## config.mk

```make
export PLATFORM = sky130hd
export DESIGN_NAME = ex_mem_stage_reg
export DESIGN_NICKNAME = d
export VERILOG_FILES = /design/src/rtl/ex_mem_pkg.sv /design/src/rtl/ex_mem_sat_cnt.sv /design/src/rtl/ex_mem_stage_reg.sv
export SDC_FILE = /design/constraint.sdc
export NUM_CORES = 1
export LEC_CHECK = 0
export CAP_MARGIN = 40
export CORE_ASPECT_RATIO = 1.75
export CORE_MARGIN = 2
export CORE_UTILIZATION = 35
export DETAILED_ROUTE_END_ITERATION = 16
export DONT_BUFFER_PORTS = 1
export SYNTH_ARGS = -nofsm -noshare
export SYNTH_HDL_FRONTEND = slang
export SYNTH_SLANG_ARGS = --single-unit
```

## constraint.sdc

```tcl
create_clock -name clk -period 7.55 [get_ports clk]
set_clock_uncertainty 0.05 [all_clocks]
set_input_delay 1.8875 -clock clk [delete_from_list [all_inputs] [get_ports clk]]
set_output_delay 1.8875 -clock clk [all_outputs]
set_load 0.01 [all_outputs]
```

## src/rtl/ex_mem_pkg.sv

```systemverilog
// Shared types and defaults for the EX/MEM pipeline stage register.
// Compile before ex_mem_sat_cnt.sv and ex_mem_stage_reg.sv.
package ex_mem_pkg;

   localparam int EX_MEM_DATA_W = 32;
   localparam int EX_MEM_REG_AW = 5;

   typedef struct packed {
      logic branch;
      logic mem_read;
      logic mem_to_reg;
      logic mem_write;
      logic reg_write;
      logic zero;
   } ex_mem_ctrl_t;

   localparam ex_mem_ctrl_t EX_MEM_CTRL_BUBBLE = '0;

   // Side-effecting controls must never survive in a slot that holds no instruction.
   function automatic ex_mem_ctrl_t ex_mem_gate_ctrl(input ex_mem_ctrl_t c, input logic v);
      ex_mem_ctrl_t g;
      g           = c;
      g.branch    = c.branch    & v;
      g.mem_read  = c.mem_read  & v;
      g.mem_write = c.mem_write & v;
      g.reg_write = c.reg_write & v;
      return g;
   endfunction

endpackage

```

## src/rtl/ex_mem_sat_cnt.sv

```systemverilog
// Saturating event counter with enable and asynchronous active-high reset.
module ex_mem_sat_cnt #(
   parameter int CNT_W = 16
) (
   input  logic             clk,
   input  logic             reset,
   input  logic             i_en,
   output logic [CNT_W-1:0] o_cnt
);

   logic [CNT_W-1:0] r_cnt;
   logic             w_at_max;

   assign w_at_max = &r_cnt;

   always_ff @(posedge clk or posedge reset) begin
      if (reset) begin
         r_cnt <= '0;
      end else if (i_en && !w_at_max) begin
         r_cnt <= r_cnt + CNT_W'(1);
      end
   end

   assign o_cnt = r_cnt;

endmodule

```

## src/rtl/ex_mem_stage_reg.sv

```systemverilog
// EX/MEM pipeline stage register with valid bit, stall hold and flush-to-bubble.
// Optional stall/flush performance counters are built when EX_MEM_PERF_EN is defined.
module ex_mem_stage_reg
   import ex_mem_pkg::*;
#(
   parameter int DATA_W = EX_MEM_DATA_W,
   parameter int REG_AW = EX_MEM_REG_AW
`ifdef EX_MEM_PERF_EN
   ,
   parameter int CNT_W  = 16
`endif
) (
   input  logic              clk,
   input  logic              reset,
   input  logic              stall,
   input  logic              flush,
   input  logic              valid_in,
   input  logic              branch_in,
   input  logic              mem_read_in,
   input  logic              mem_to_reg_in,
   input  logic              mem_write_in,
   input  logic              reg_write_in,
   input  logic              zero_in,
   input  logic [DATA_W-1:0] alu_target_in,
   input  logic [DATA_W-1:0] alu_result_in,
   input  logic [DATA_W-1:0] read_data2_in,
   input  logic [REG_AW-1:0] dest_in,
   output logic              valid_out,
   output logic              branch_out,
   output logic              mem_read_out,
   output logic              mem_to_reg_out,
   output logic              mem_write_out,
   output logic              reg_write_out,
   output logic              zero_out,
   output logic [DATA_W-1:0] alu_target_out,
   output logic [DATA_W-1:0] alu_result_out,
   output logic [DATA_W-1:0] read_data2_out,
   output logic [REG_AW-1:0] dest_out,
   output logic              pc_src_out
`ifdef EX_MEM_PERF_EN
   ,
   output logic [CNT_W-1:0]  stall_cnt,
   output logic [CNT_W-1:0]  flush_cnt
`endif
);

   logic              r_valid;
   ex_mem_ctrl_t      r_ctrl;
   logic [DATA_W-1:0] r_alu_target;
   logic [DATA_W-1:0] r_alu_result;
   logic [DATA_W-1:0] r_read_data2;
   logic [REG_AW-1:0] r_dest;

   ex_mem_ctrl_t      w_ctrl_raw;
   ex_mem_ctrl_t      w_ctrl_in;
   logic              w_load;

   always_comb begin
      w_ctrl_raw            = EX_MEM_CTRL_BUBBLE;
      w_ctrl_raw.branch     = branch_in;
      w_ctrl_raw.mem_read   = mem_read_in;
      w_ctrl_raw.mem_to_reg = mem_to_reg_in;
      w_ctrl_raw.mem_write  = mem_write_in;
      w_ctrl_raw.reg_write  = reg_write_in;
      w_ctrl_raw.zero       = zero_in;
   end

   assign w_ctrl_in = ex_mem_gate_ctrl(w_ctrl_raw, valid_in);
   assign w_load    = !flush && !stall;

   // Flush turns the slot into a bubble but leaves the data fields untouched.
   always_ff @(posedge clk or posedge reset) begin
      if (reset) begin
         r_valid <= 1'b0;
         r_ctrl  <= EX_MEM_CTRL_BUBBLE;
      end else if (flush) begin
         r_valid <= 1'b0;
         r_ctrl  <= EX_MEM_CTRL_BUBBLE;
      end else if (!stall) begin
         r_valid <= valid_in;
         r_ctrl  <= w_ctrl_in;
      end
   end

   always_ff @(posedge clk or posedge reset) begin
      if (reset) begin
         r_alu_target <= '0;
         r_alu_result <= '0;
         r_read_data2 <= '0;
         r_dest       <= '0;
      end else if (w_load) begin
         r_alu_target <= alu_target_in;
         r_alu_result <= alu_result_in;
         r_read_data2 <= read_data2_in;
         r_dest       <= dest_in;
      end
   end

   assign valid_out      = r_valid;
   assign branch_out     = r_ctrl.branch;
   assign mem_read_out   = r_ctrl.mem_read;
   assign mem_to_reg_out = r_ctrl.mem_to_reg;
   assign mem_write_out  = r_ctrl.mem_write;
   assign reg_write_out  = r_ctrl.reg_write;
   assign zero_out       = r_ctrl.zero;
   assign alu_target_out = r_alu_target;
   assign alu_result_out = r_alu_result;
   assign read_data2_out = r_read_data2;
   assign dest_out       = r_dest;
   assign pc_src_out     = r_ctrl.branch & r_ctrl.zero & r_valid;

`ifdef EX_MEM_PERF_EN
   logic w_stall_inc;
   logic w_flush_inc;

   // Only stalls that hold a real instruction are counted.
   assign w_stall_inc = stall & ~flush & r_valid;
   assign w_flush_inc = flush;

   ex_mem_sat_cnt #(.CNT_W(CNT_W)) u_stall_cnt (
      .clk   (clk),
      .reset (reset),
      .i_en  (w_stall_inc),
      .o_cnt (stall_cnt)
   );

   ex_mem_sat_cnt #(.CNT_W(CNT_W)) u_flush_cnt (
      .clk   (clk),
      .reset (reset),
      .i_en  (w_flush_inc),
      .o_cnt (flush_cnt)
   );
`endif

endmodule

```

==> run summary <==
post-cts sizing count: 0
Initial Utilization: 35.4%
Cells after Synth: 243
final-stage net count: 357
minimum clock period: 3.59 ns
vias in the first global route: 2,171
ANT cells: 0
design area: 4870 µm²
Die Area: 13,900 µm²
most frequent CP cell: buf_4
final slew viol count: 0
overall power: 0.00141 W
final hold vios: 0
Worst Setup SP: flush
CP startpoint kind: input pin
Tot GR Track Use: 12.1%
Final Setup Violations: 0
Layout area overhead: 7.57%
Via density: 4.81
top cell type by total area after synthesis: dfrtp_1
antenna-violating nets left: 0
cell internal pwr: 0.00106 W
setup TNS: 0 ns
via count: 2,019
share of the synthesized area in the top cell type: 59.7%
launch point of the worst reg-to-reg path: read_data2_out[29]
Detailed Place HPWL: 6.08 mm
Peak VDD IR: 0.112 mV
Ys Warns: 0
CTS tree: done
Leak: 2.21 nW
DR iter-0 viols: 65
H-tree depth: 3
critical path arrival: 3.76 ns
Slew Limit Headroom: 49.9%
initial antenna violation count: 0
hold slack: 0.533 ns
crit path max fanout: 42
DRC Markers: 0
WL per Instance: 20.3 µm
pin count of the biggest net entering global routing: 60
Crit Path Category: input pin to register
post-synthesis sequential area ratio: 59.7%
Max Freq: 0.279 GHz
Comb power frac: 11.2%
CTS Buf Count: 9
row count: 55
total gr overflow: 0
r2r endpoint: read_data2_out[29]
Main synth FF type: dfrtp_1
cell with the most instances after synthesis: dfrtp_1
Core Region: 12,800 µm²
Root Driver: clkbuf_16
mapped cell area: 4530 µm²
Post-Syn Area per Cell: 18.6 µm²
CP max-delay cell: buf_4
status: finished clean
worst skew pair latency: 0.33 ns
NetSw: 0.000347 W
Clk pin slew, worst setup/hold paths: 0.07 ns
Reg power frac: 54.4%
Synth Register Bits: 108
Netlist cell types: 15
clk buf depth: 2
slowest cell delay on critical path: 0.59 ns
power share of the clock group: 34.4%
Die H: 154 µm
Synth async-reset ratio: 100%
Util after Layout: 38.1%
CP endpoint kind: register
dpl cell area: 4560 µm²
Hold Path Class: register to register
Setup Fix Bufs, Post-CTS: 0
Post-synth EDFFs: 0
Max-cap violations: 0
top post-synthesis cells by area: dfrtp_1 (60%), mux2_4 (30%), buf_12 (4.4%), mux2_2 (2.7%), mux2i_1 (0.66%)
# hold bufs at CTS: 0
Port Buf Inserts: 0
Synthesized Nets: 355
crit path cell chain: nor2_4 > buf_4 > buf_4 > buf_12 > mux2_4
layout cell share with drive strength beyond 1: 48.2%
period utilization: 47.5%
slew of the pin with the lowest slew margin: 0.751 ns
first-pass GRT wire length: 13.2 mm
switching share of total power: 24.7%
clk sinks: 108
Synth top cells by count: dfrtp_1 (108), mux2_4 (90), mux2_2 (11)
final wirelength: 8.54 mm
die width: 90.0 µm
Required @ worst endpoint: 7.72 ns
GPL Wtd Cong: 0.773
PwrDens: 289 nW/µm²
Ports: 221
RSZ-0062 raised after global routing: false
CP endpoint: read_data2_out[13]
Reg2Reg Setup Slack: 6.65 ns
Pre-Repair DR Iteration Count: 4
R2R cell count: 1
[worst max-delay path: cells and delay by family]
kind | cells | cell delay [ns]
AND/OR/NAND/NOR | 1 | 0.07
buffers and inverters | 3 | 1.44
multiplexers | 1 | 0.33
[sequential cells by signal, summed over array words and instances (netlist names)]
register / flops
alu_result_out: 32
alu_target_out: 32
read_data2_out: 32
dest_out: 5
branch_out: 1
mem_read_out: 1
mem_to_reg_out: 1
mem_write_out: 1
reg_write_out: 1
valid_out: 1
zero_out: 1
[how the worst min path moves through the flow]
stage,from,to,cells after the start
after global routing,alu_result_out[13],alu_result_out[13],1
final,reg_write_out,reg_write_out,2
after floorplan,read_data2_out[25],read_data2_out[25],1
after detailed placement,alu_result_out[12],alu_result_out[12],1
after CTS,reg_write_out,reg_write_out,2
after global placement,alu_result_out[13],alu_result_out[13],1
[placed cells by master, fill, tap and decap left out]
cell | synthesis | final
clkbuf_1 | 0 | 2
mux2_2 | 11 | 11
mux2i_1 | 3 | 3
bufinv_16 | 0 | 2
clkinvlp_4 | 0 | 2
clkbuf_16 | 0 | 9
inv_4 | 0 | 1
mux2_4 | 90 | 90
and3_1 | 1 | 1
nor2_1 | 3 | 3
nor2_4 | 1 | 1
dfrtp_1 | 108 | 108
nand3b_1 | 4 | 4
buf_12 | 10 | 1
buf_4 | 1 | 3
nand2_1 | 4 | 4
a21oi_1 | 4 | 4
[kinds of logic (layout without fill, tap and decap cells)]
group,Yosys count,after routing,share of synthesized area [%]
muxes,104,104,33.2
AOI/OAI and AO/OA,4,4,0.442
DFF,108,108,59.7
buffers and inverters,14,20,5.03
and+or+nand+nor,13,13,1.63
[cell type report]
type / instances / area, µm²
tap: 171 / 214
timing repair buffer: 4 / 42.5
fill: 1225 / 7930
inverter: 1 / 6.26
clock buffer: 11 / 233
sequential: 108 / 2700
clock inverter: 4 / 75.1
multi-input combinational: 121 / 1600
[routing by layer]
metal  GRT usage [%]  routed length [µm]
met1            13.8                3150
met2            20.5                4570
met3            4.14                 641
met4            6.01                 181
met5               0                   0
[power by group through the flow]
stage | registers (W) | logic [W] | clock network, W
CTS | 0.000768 | 0.000160 | 0.000507
floorplan | 0.000752 | 0.000156 | 0
global placement | 0.000778 | 0.000153 | 0
finish | 0.000765 | 0.000158 | 0.000485
detailed placement | 0.000777 | 0.000160 | 0
global route | 0.000774 | 0.000171 | 0.000532
[metrics by stage]
step	instances	setup slack (ns)
2_1_floorplan	243	2.77
3_3_place_gp	404	3.48
3_5_place_dp	405	3.57
4_1_cts	420	3.95
5_1_grt	420	3.86
6_report	420	3.96
(Power assumes the default switching activity.)
